==> src/rtl/snn_inference_sequencer.sv <==
// Sequences one spiking-network inference: per timestep, spike generation, queue drain with integration, then leak/fire.
// Strobes are combinational from state; an inference takes (NUM_PIXELS+1)+21*S+1+OUTPUTS+1 cycles per timestep; abort wins over all transitions.
module snn_inference_sequencer #(
  parameter int NUM_PIXELS  = 196,
  parameter int OUTPUTS     = 10,
  parameter int HALF_PIXELS = NUM_PIXELS / 2,
  parameter int TS_W        = 10,
  parameter int ADDR_W      = 10
) (
  input  logic              wb_clk_i,
  input  logic              wb_rst_i,
  input  logic              start,
  input  logic              abort,
  input  logic [TS_W-1:0]   total_timesteps,
  output logic              busy,
  output logic              done,
  output logic [TS_W-1:0]   timestep,
  output logic [ADDR_W-1:0] pix_addr,
  input  logic [7:0]        pix_data,
  input  logic [7:0]        rand_val,
  output logic              rand_step,
  output logic              q_insert,
  output logic [7:0]        q_data,
  input  logic              q_valid,
  input  logic [7:0]        q_head,
  output logic              q_read,
  output logic              w_en,
  output logic              w_bank,
  output logic [ADDR_W-1:0] w_addr,
  input  logic [7:0]        w_data,
  output logic              nrn_op,
  output logic [3:0]        nrn_idx,
  output logic [7:0]        nrn_weight,
  output logic              nrn_we,
  input  logic              nrn_spike,
  output logic              spike_inc
);

  localparam int GEN_W = $clog2(NUM_PIXELS + 1);
  localparam logic [GEN_W-1:0] GEN_LAST = GEN_W'(NUM_PIXELS);
  localparam logic [3:0]       O_LAST   = 4'(OUTPUTS - 1);
  localparam logic [7:0]       HALF_IDX = 8'(HALF_PIXELS);

  typedef enum logic [2:0] {
    S_IDLE, S_GEN, S_DRAIN, S_FETCH, S_INTEG, S_LEAK, S_STEP, S_DONE
  } state_t;

  state_t            state, state_d;
  logic [GEN_W-1:0]  gen_cnt;
  logic [3:0]        o_cnt;
  logic [7:0]        idx;
  logic [TS_W-1:0]   total;
  logic [TS_W-1:0]   ts_next;
  logic              bank_c;
  logic [ADDR_W-1:0] local_idx;

  assign ts_next   = timestep + 1'b1;
  assign bank_c    = (idx >= HALF_IDX);
  assign local_idx = ADDR_W'(idx) - (bank_c ? ADDR_W'(HALF_PIXELS) : '0);

  // Kept outside the main decode so the neuron's combinational spike never loops back through it.
  assign spike_inc = (state == S_LEAK) && !abort && nrn_spike;

  always_comb begin
    state_d    = state;
    pix_addr   = '0;
    rand_step  = 1'b0;
    q_insert   = 1'b0;
    q_data     = '0;
    q_read     = 1'b0;
    w_en       = 1'b0;
    w_bank     = 1'b0;
    w_addr     = '0;
    nrn_op     = 1'b0;
    nrn_idx    = '0;
    nrn_weight = '0;
    nrn_we     = 1'b0;
    case (state)
      S_IDLE: begin
        if (start && total_timesteps != '0) state_d = S_GEN;
      end
      S_GEN: begin
        if (gen_cnt < GEN_LAST) pix_addr = ADDR_W'(gen_cnt);
        // pix_data now holds the pixel addressed on the previous cycle.
        if (gen_cnt != '0) begin
          rand_step = 1'b1;
          if (rand_val < pix_data) begin
            q_insert = 1'b1;
            q_data   = 8'(gen_cnt - 1'b1);
          end
        end
        if (gen_cnt == GEN_LAST) state_d = S_DRAIN;
      end
      S_DRAIN: begin
        if (q_valid) begin
          q_read  = 1'b1;
          state_d = S_FETCH;
        end else begin
          state_d = S_LEAK;
        end
      end
      S_FETCH: begin
        w_en    = 1'b1;
        w_bank  = bank_c;
        w_addr  = local_idx * ADDR_W'(OUTPUTS) + ADDR_W'(o_cnt);
        state_d = S_INTEG;
      end
      S_INTEG: begin
        nrn_idx    = o_cnt;
        nrn_weight = w_data;
        nrn_we     = 1'b1;
        state_d    = (o_cnt == O_LAST) ? S_DRAIN : S_FETCH;
      end
      S_LEAK: begin
        nrn_op  = 1'b1;
        nrn_idx = o_cnt;
        nrn_we  = 1'b1;
        if (o_cnt == O_LAST) state_d = S_STEP;
      end
      S_STEP:  state_d = (ts_next == total) ? S_DONE : S_GEN;
      S_DONE:  state_d = S_IDLE;
      default: state_d = S_IDLE;
    endcase
    if (abort) begin
      state_d    = S_IDLE;
      pix_addr   = '0;
      rand_step  = 1'b0;
      q_insert   = 1'b0;
      q_data     = '0;
      q_read     = 1'b0;
      w_en       = 1'b0;
      w_bank     = 1'b0;
      w_addr     = '0;
      nrn_op     = 1'b0;
      nrn_idx    = '0;
      nrn_weight = '0;
      nrn_we     = 1'b0;
    end
  end

  always_ff @(posedge wb_clk_i) begin
    if (wb_rst_i) state <= S_IDLE;
    else          state <= state_d;
  end

  always_ff @(posedge wb_clk_i) begin
    if (wb_rst_i) begin
      busy     <= 1'b0;
      done     <= 1'b0;
      timestep <= '0;
      total    <= '0;
      gen_cnt  <= '0;
      o_cnt    <= '0;
      idx      <= '0;
    end else if (abort) begin
      busy <= 1'b0;
    end else begin
      case (state)
        S_IDLE: begin
          if (start) begin
            if (total_timesteps == '0) begin
              done <= 1'b1;
            end else begin
              done     <= 1'b0;
              busy     <= 1'b1;
              timestep <= '0;
              total    <= total_timesteps;
              gen_cnt  <= '0;
            end
          end
        end
        S_GEN: gen_cnt <= gen_cnt + 1'b1;
        S_DRAIN: begin
          o_cnt <= '0;
          if (q_valid) idx <= q_head;
        end
        S_INTEG: if (o_cnt != O_LAST) o_cnt <= o_cnt + 1'b1;
        S_LEAK:  if (o_cnt != O_LAST) o_cnt <= o_cnt + 1'b1;
        S_STEP: begin
          timestep <= ts_next;
          gen_cnt  <= '0;
          // busy drops as DONE is entered so it never covers the DONE cycle.
          if (ts_next == total) busy <= 1'b0;
        end
        S_DONE: begin
          done <= 1'b1;
          busy <= 1'b0;
        end
        default: ;
      endcase
    end
  end

endmodule
==> config.mk <==
export PLATFORM = sky130hd
export DESIGN_NAME = snn_inference_sequencer
export DESIGN_NICKNAME = d
export VERILOG_FILES = /design/src/rtl/snn_inference_sequencer.sv
export SDC_FILE = /design/constraint.sdc
export NUM_CORES = 1
export LEC_CHECK = 0
export CAP_MARGIN = 20
export CORE_ASPECT_RATIO = 2
export CORE_UTILIZATION = 48
export CTS_BUF_LIST = sky130_fd_sc_hd__clkbuf_16
export CTS_CLUSTER_SIZE = 14
export DETAILED_ROUTE_END_ITERATION = 8
export PLACE_DENSITY = 0.85
export SLEW_MARGIN = 20
export SYNTH_ARGS = -nofsm -noshare
export SYNTH_HDL_FRONTEND = slang
export SYNTH_SLANG_ARGS = --single-unit
==> constraint.sdc <==
create_clock -name wb_clk_i -period 5.1 [get_ports wb_clk_i]
set_input_delay 1.02 -clock wb_clk_i [delete_from_list [all_inputs] [get_ports wb_clk_i]]
set_output_delay 1.02 -clock wb_clk_i [all_outputs]
set_load 0.005 [all_outputs]
# --- Word-level counts from Yosys, hierarchy flattened ---
# Index checks and enable logic that the tools add are counted.
totals:
  ff_bits: 45
  inputBits: 48
  out_inout_bits: 60
  wordCells: 115
classes:
  n_addsub: 6
  n_mul: 1
  order_cmp: 3
  n_eq_ne: 18
  muxes: 54
  bitwise: 2
  n_reduce_logical: 23
op_table:
  columns: ["cell", "n"]
  rows:
  - ["two-way mux 8 bit", 10]
  - ["two-way mux 10 bit", 5]
  - ["two-way mux 1 bit", 24]
  - ["one-hot mux 3 bit (8 select lines)", 1]
  - ["one-hot mux 8 bit (3 select lines)", 1]
  - ["one-hot mux 10 bit (2 select lines)", 1]
  - ["AND reduction 4 bit", 4]
  - ["two-way mux 3 bit", 5]
  - ["equality test 3 bit, second input constant", 4]
  - ["two-way mux 4 bit", 3]
  - ["AND reduction 3 bit", 4]
  - ["adder 10 x 1 -> 10 bit, second input constant", 1]
  - ["adder 10 x 4 -> 10 bit", 1]
  - ["equality test 10 bit", 1]
  - ["zero test 10 bit", 1]
  - ["multiplier 10 x 3 -> 9 bit, second input constant", 1]
  - ["!= test 2 bit, second input constant", 5]
  - ["nonzero test 10 bit", 1]
  - ["subtractor 8 x 7 -> 9 bit", 1]
  - ["adder 8 x 1 -> 8 bit, second input constant", 1]
  - ["equality test 8 bit, second input constant", 1]
  - ["greater-or-equal comparator 8 x 7 -> 1 bit, second input constant", 1]
  - ["< comparator 8 bit", 1]
  - ["< comparator 8 bit, second input constant", 1]
  - ["19 further kinds", 28]

# --- Longest topological paths before layout ---
logic_depth:
  depth_word: 7
  ltp_mapped: 17
  ltp_nobuf: 17

# --- Worst setup path after synthesis ---
# Ideal clock, no wire load.
synth_path:
  kind: "reg2out"
  from: "register idx[3]"
  to: "output w_addr[9]"
  t_arrival_ps: 3305
  required_time_ps: 4080
  setup_slack_ps: 775
  path_stages_with_launch: 18
  cell_sequence: "dfxtp_1 -> nor2_1 -> nand3_1 -> a31oi_1 -> inv_1 -> ha_1 -> ha_1 -> xor2_1 -> ha_1 -> ha_1 -> fa_1 -> a21o_1 -> a21oi_1 -> xnor2_1 -> nand3_1 -> xor2_1 -> xnor2_1 -> nor2_1"
synth_between:
  elab_chain_cells: 7
synth_rtl:
  columns: ["item", "line", "text"]
  rows:
  - ["start, declared", "51", "logic [7:0] idx;"]
  - ["start signal, assigned", "175", "if (q_valid) idx <= q_head;"]
  - ["greater-or-equal comparator 8 x 7 -> 1 bit", "58", "assign bank_c = (idx >= HALF_IDX);"]
  - ["two-way mux 7 bit", "59", "assign local_idx = ADDR_W'(idx) - (bank_c ? ADDR_W'(HALF_PIXELS) : '0);"]
  - ["subtractor 8 x 7 -> 9 bit (*)", "59", null]
  - ["multiplier 10 x 3 -> 9 bit (*)", "105", "w_addr = local_idx * ADDR_W'(OUTPUTS) + ADDR_W'(o_cnt);"]
  - ["adder 10 x 4 -> 10 bit (*)", "105", null]
  - ["two-way mux 10 bit (*)", "78", "case (state)"]
  - ["two-way mux 10 bit (*)", "124", "if (abort) begin"]
  - ["end, declared", "29", "output logic [ADDR_W-1:0] w_addr,"]
# Mark *: on every way between the ends. The rest lies on a longest branch, timed or not.

# --- Worst setup path after layout ---
layout_path:
  from: "register idx[3]"
  to: "output w_addr[8]"
# Same word-level chain as after synthesis.

==> results.cfg <==
[outcome]
outcome = complete, no violations

[detailed_routing]
viasPerCell = 5.58
wl_mm = 9.80
drt_pass1_iterations = 6
drc = 0
drt-initial-drc-count = 176
ant_nets = 0
wl_per_cell_um = 15.3
vias = 3582

[finish]
area_growth_pct = 39.3
final_cell_area_um2 = 4910
multi_input_area_um2 = 2510
diodes = 0
drive_gt1_frac = 0.0833
nNetsFinal = 632
fillCellCount = 575
seq_area_um2 = 906

[die]
num_rows = 43
start_util = 0.504
die_h_um = 123
core-area_um2 = 6990
ios = 108
die_area_um2 = 7700
die_x_um = 62.6

[pwr]
switching_share = 0.218
pwr-share-seq = 0.443
finalPower_uw = 823
switchingPower_uw = 180
p_leak_uw = 0.00204
vdd_drop_max_mv = 0.208
p_int_uw = 644
clock_power_share = 0.437
powerDensity_nw_per_um2 = 168
combPwrFrac = 0.120

[clocking]
cts_tree = yes
cts.path.max_buffers = 2
root_buffer = clkbuf_16
cts.sinks = 45
htreeDepth = 2
numCtsBuffers = 5
clock_latency_ns = 0.28
clk_pin_slew_ns = 0.06

[sta]
fin_crit_sh = 0.981
slew_viol_final = 0
fmax_mhz = 200
tightest_slew_ns = 1.09
relSlewSlack = 0.268
finalCriticalPeriod_ns = 5.00
finalSetupViolations = 0
clock_skew_ns = 0.00296
hold_violations = 0

[synth]
ys_types = 54
synth-main-ff-cell = dfxtp_1
synthTopCellsByArea = dfxtp_1, ha_1, nor2_1
seq_area_frac_synth = 0.256
ys_ff_latch = 45
synth_most_common_cell = nor2_1
avgSynthCellArea_um2 = 7.74
syn-instance-count = 455
synth_area_um2 = 3520
synth_top_cell_by_area = dfxtp_1
ys.warnings.count = 0
synthTopCellsByCount = nor2_1, dfxtp_1, ha_1, a21oi_1, nand2_1
synthArstFlopShare = 0
synth_edf_count = 0
synth.top_cell.area_share = 0.256

[setup_path]
reg2reg_depth = 8
end_kind = primary output
path_class = flip-flop to primary output
critPathMaxStageDelay_ns = 0.51
rr_startpoint = timestep[0]
crit_top_cell = ha_2
crit_slowest_cell = clkdlybuf4s50_1
cp.arrival_ns = 3.98
startpoint = idx[3]
crit_path_cell_trace = nor2_2, nand3_1, a31oi_2, inv_1, ha_2, ha_2, xor2_2, ha_1, ha_2, fa_2, a21o_1, a21oi_2, xnor2_1, buf_4, xor2_1, nor2_1, clkdlybuf4s50_1
worstSetupStartpointType = flip-flop
critPathMaxFanout = 5
crit_required_ns = 4.08

[placement]
dp_hpwl_mm = 7.43
gp_congestion = 0.922
portBuffers = 105
dpl-instance-area_um2 = 4610

[hold_path]
hold_path_class = flip-flop to flip-flop
holdPathStages = 2
min_from = timestep[1]

[global_route]
grtUsageTotal = 0.255
grt_max_degree = 28
grt-ovfl-total = 0
grt_pass1_wl_mm = 15.8
grt_pass1_vias = 3581
grt_antenna_before_repair = 0

[run]
drv_cap = 0
## critical path, delay by kind of cell (launching register included)
| family | cells | cell delay (ns) |
|---|---|---|
| AO/OA/AOI/OAI | 3 | 0.56 |
| buffers and inverters | 3 | 0.73 |
| adder cells (fa/ha/maj) | 5 | 1.30 |
| flip-flops | 1 | 0.37 |
| XOR/XNOR | 3 | 0.42 |
| AND/OR/NAND/NOR | 3 | 0.33 |
## timing repair
action | in CTS | in global routing
pin swaps | 2 | 2
buffers inserted | 4 | 0
gates cloned | 0 | 0
hold buffers | 0 | 0
endpoints found under the setup margin | 1 | 3
resized for setup | 9 | 12
## power groups by stage
| stage | sequential, uW | combinational, uW | clock (uW) |
|---|---|---|---|
| 6_report | 365 | 98.4 | 360 |
| 5_1_grt | 365 | 108 | 380 |
| 4_1_cts | 365 | 98.7 | 365 |
| 3_5_place_dp | 373 | 98.1 | 0 |
| 3_3_place_gp | 373 | 95.6 | 0 |
| 2_1_floorplan | 369 | 48.6 | 0 |
## through the flow
step / setup TNS, ns / hold slack (ns) / setup slack, ns / cells / util
2_1_floorplan: 0 / 0.460 / 0.775 / 456 / -
3_3_place_gp: 0 / 0.476 / 0.288 / 630 / 0.660
3_5_place_dp: 0 / 0.491 / 0.142 / 630 / 0.660
6_report: 0 / 0.523 / 0.0988 / 642 / 0.702
5_1_grt: -0.0496 / 0.542 / -0.0496 / 642 / 0.702
4_1_cts: 0 / 0.506 / 0.0297 / 642 / 0.693
## state kept, by name (all words and copies together), names as in the netlist
register,cells
busy,1
total,10
o_cnt,4
state,3
done,1
timestep,10
gen_cnt,8
idx,8
## cell type report
type	count	share of cell area
clock inverter	3	0.00841
sequential	45	0.185
inverter	25	0.0191
timing repair buffer	114	0.228
tap	90	0.0229
clock buffer	5	0.0255
multi-input combinational	360	0.511
## path summary, 6_finish.rpt
path	endpoint	slack [ns]
setup / recovery	w_addr[8]	0.1
hold / removal	timestep[1]	0.52
setup reg to reg	busy	2.62
hold reg to reg	timestep[1]	0.52
## cells by family after synthesis
logic type      count (synthesis)  share of synthesized area
simple gates                  195                      0.275
compound gates                 74                      0.140
buf+inv                        51                     0.0590
flops                          45                      0.256
xor+xnor                       38                     0.0966
fa+ha+maj                      33                      0.121
mux                            18                     0.0512
other cells                     1                    0.00106
## cell usage in the layout (no fill, tap or decap), types with 2 or more instances in the layout
cell type        count
a211oi_1             3
a21o_1               8
a21oi_1             26
a21oi_2              3
a311oi_1             7
a31oi_1              2
and2_1              22
and3_1               9
buf_4                9
clkbuf_16            5
clkdlybuf4s50_1    104
conb_1               2
dfxtp_1             43
ha_1                26
ha_2                 3
ha_4                 2
inv_1               24
mux2i_1             18
nand2_1             29
nand2b_1             6
nand3_1             13
nand3b_1             2
nand4_1              5
nor2_1              67
nor2_2               2
nor2b_1              5
nor3_1              16
nor3b_1              2
nor4_1               5
o211ai_1             3
o21ai_0              7
o21ai_1              2
or2_2                4
or4b_1               2
xnor2_1             18
xnor2_2              2
xor2_1              15
xor2_2               3
## layer usage
| layer | track usage | share of wire | up-vias |
|---|---|---|---|
| met2 | 0.526 | 0.57 | 121 |
| met4 | 0.126 | 0.036 | 0 |
| met3 | 0.0360 | 0.036 | 30 |
| met5 | 0 | 0 | - |
| li1 | - | - | 1749 |
| met1 | 0.235 | 0.35 | 1682 |
Note: power is estimated with default switching activity, not from simulation.
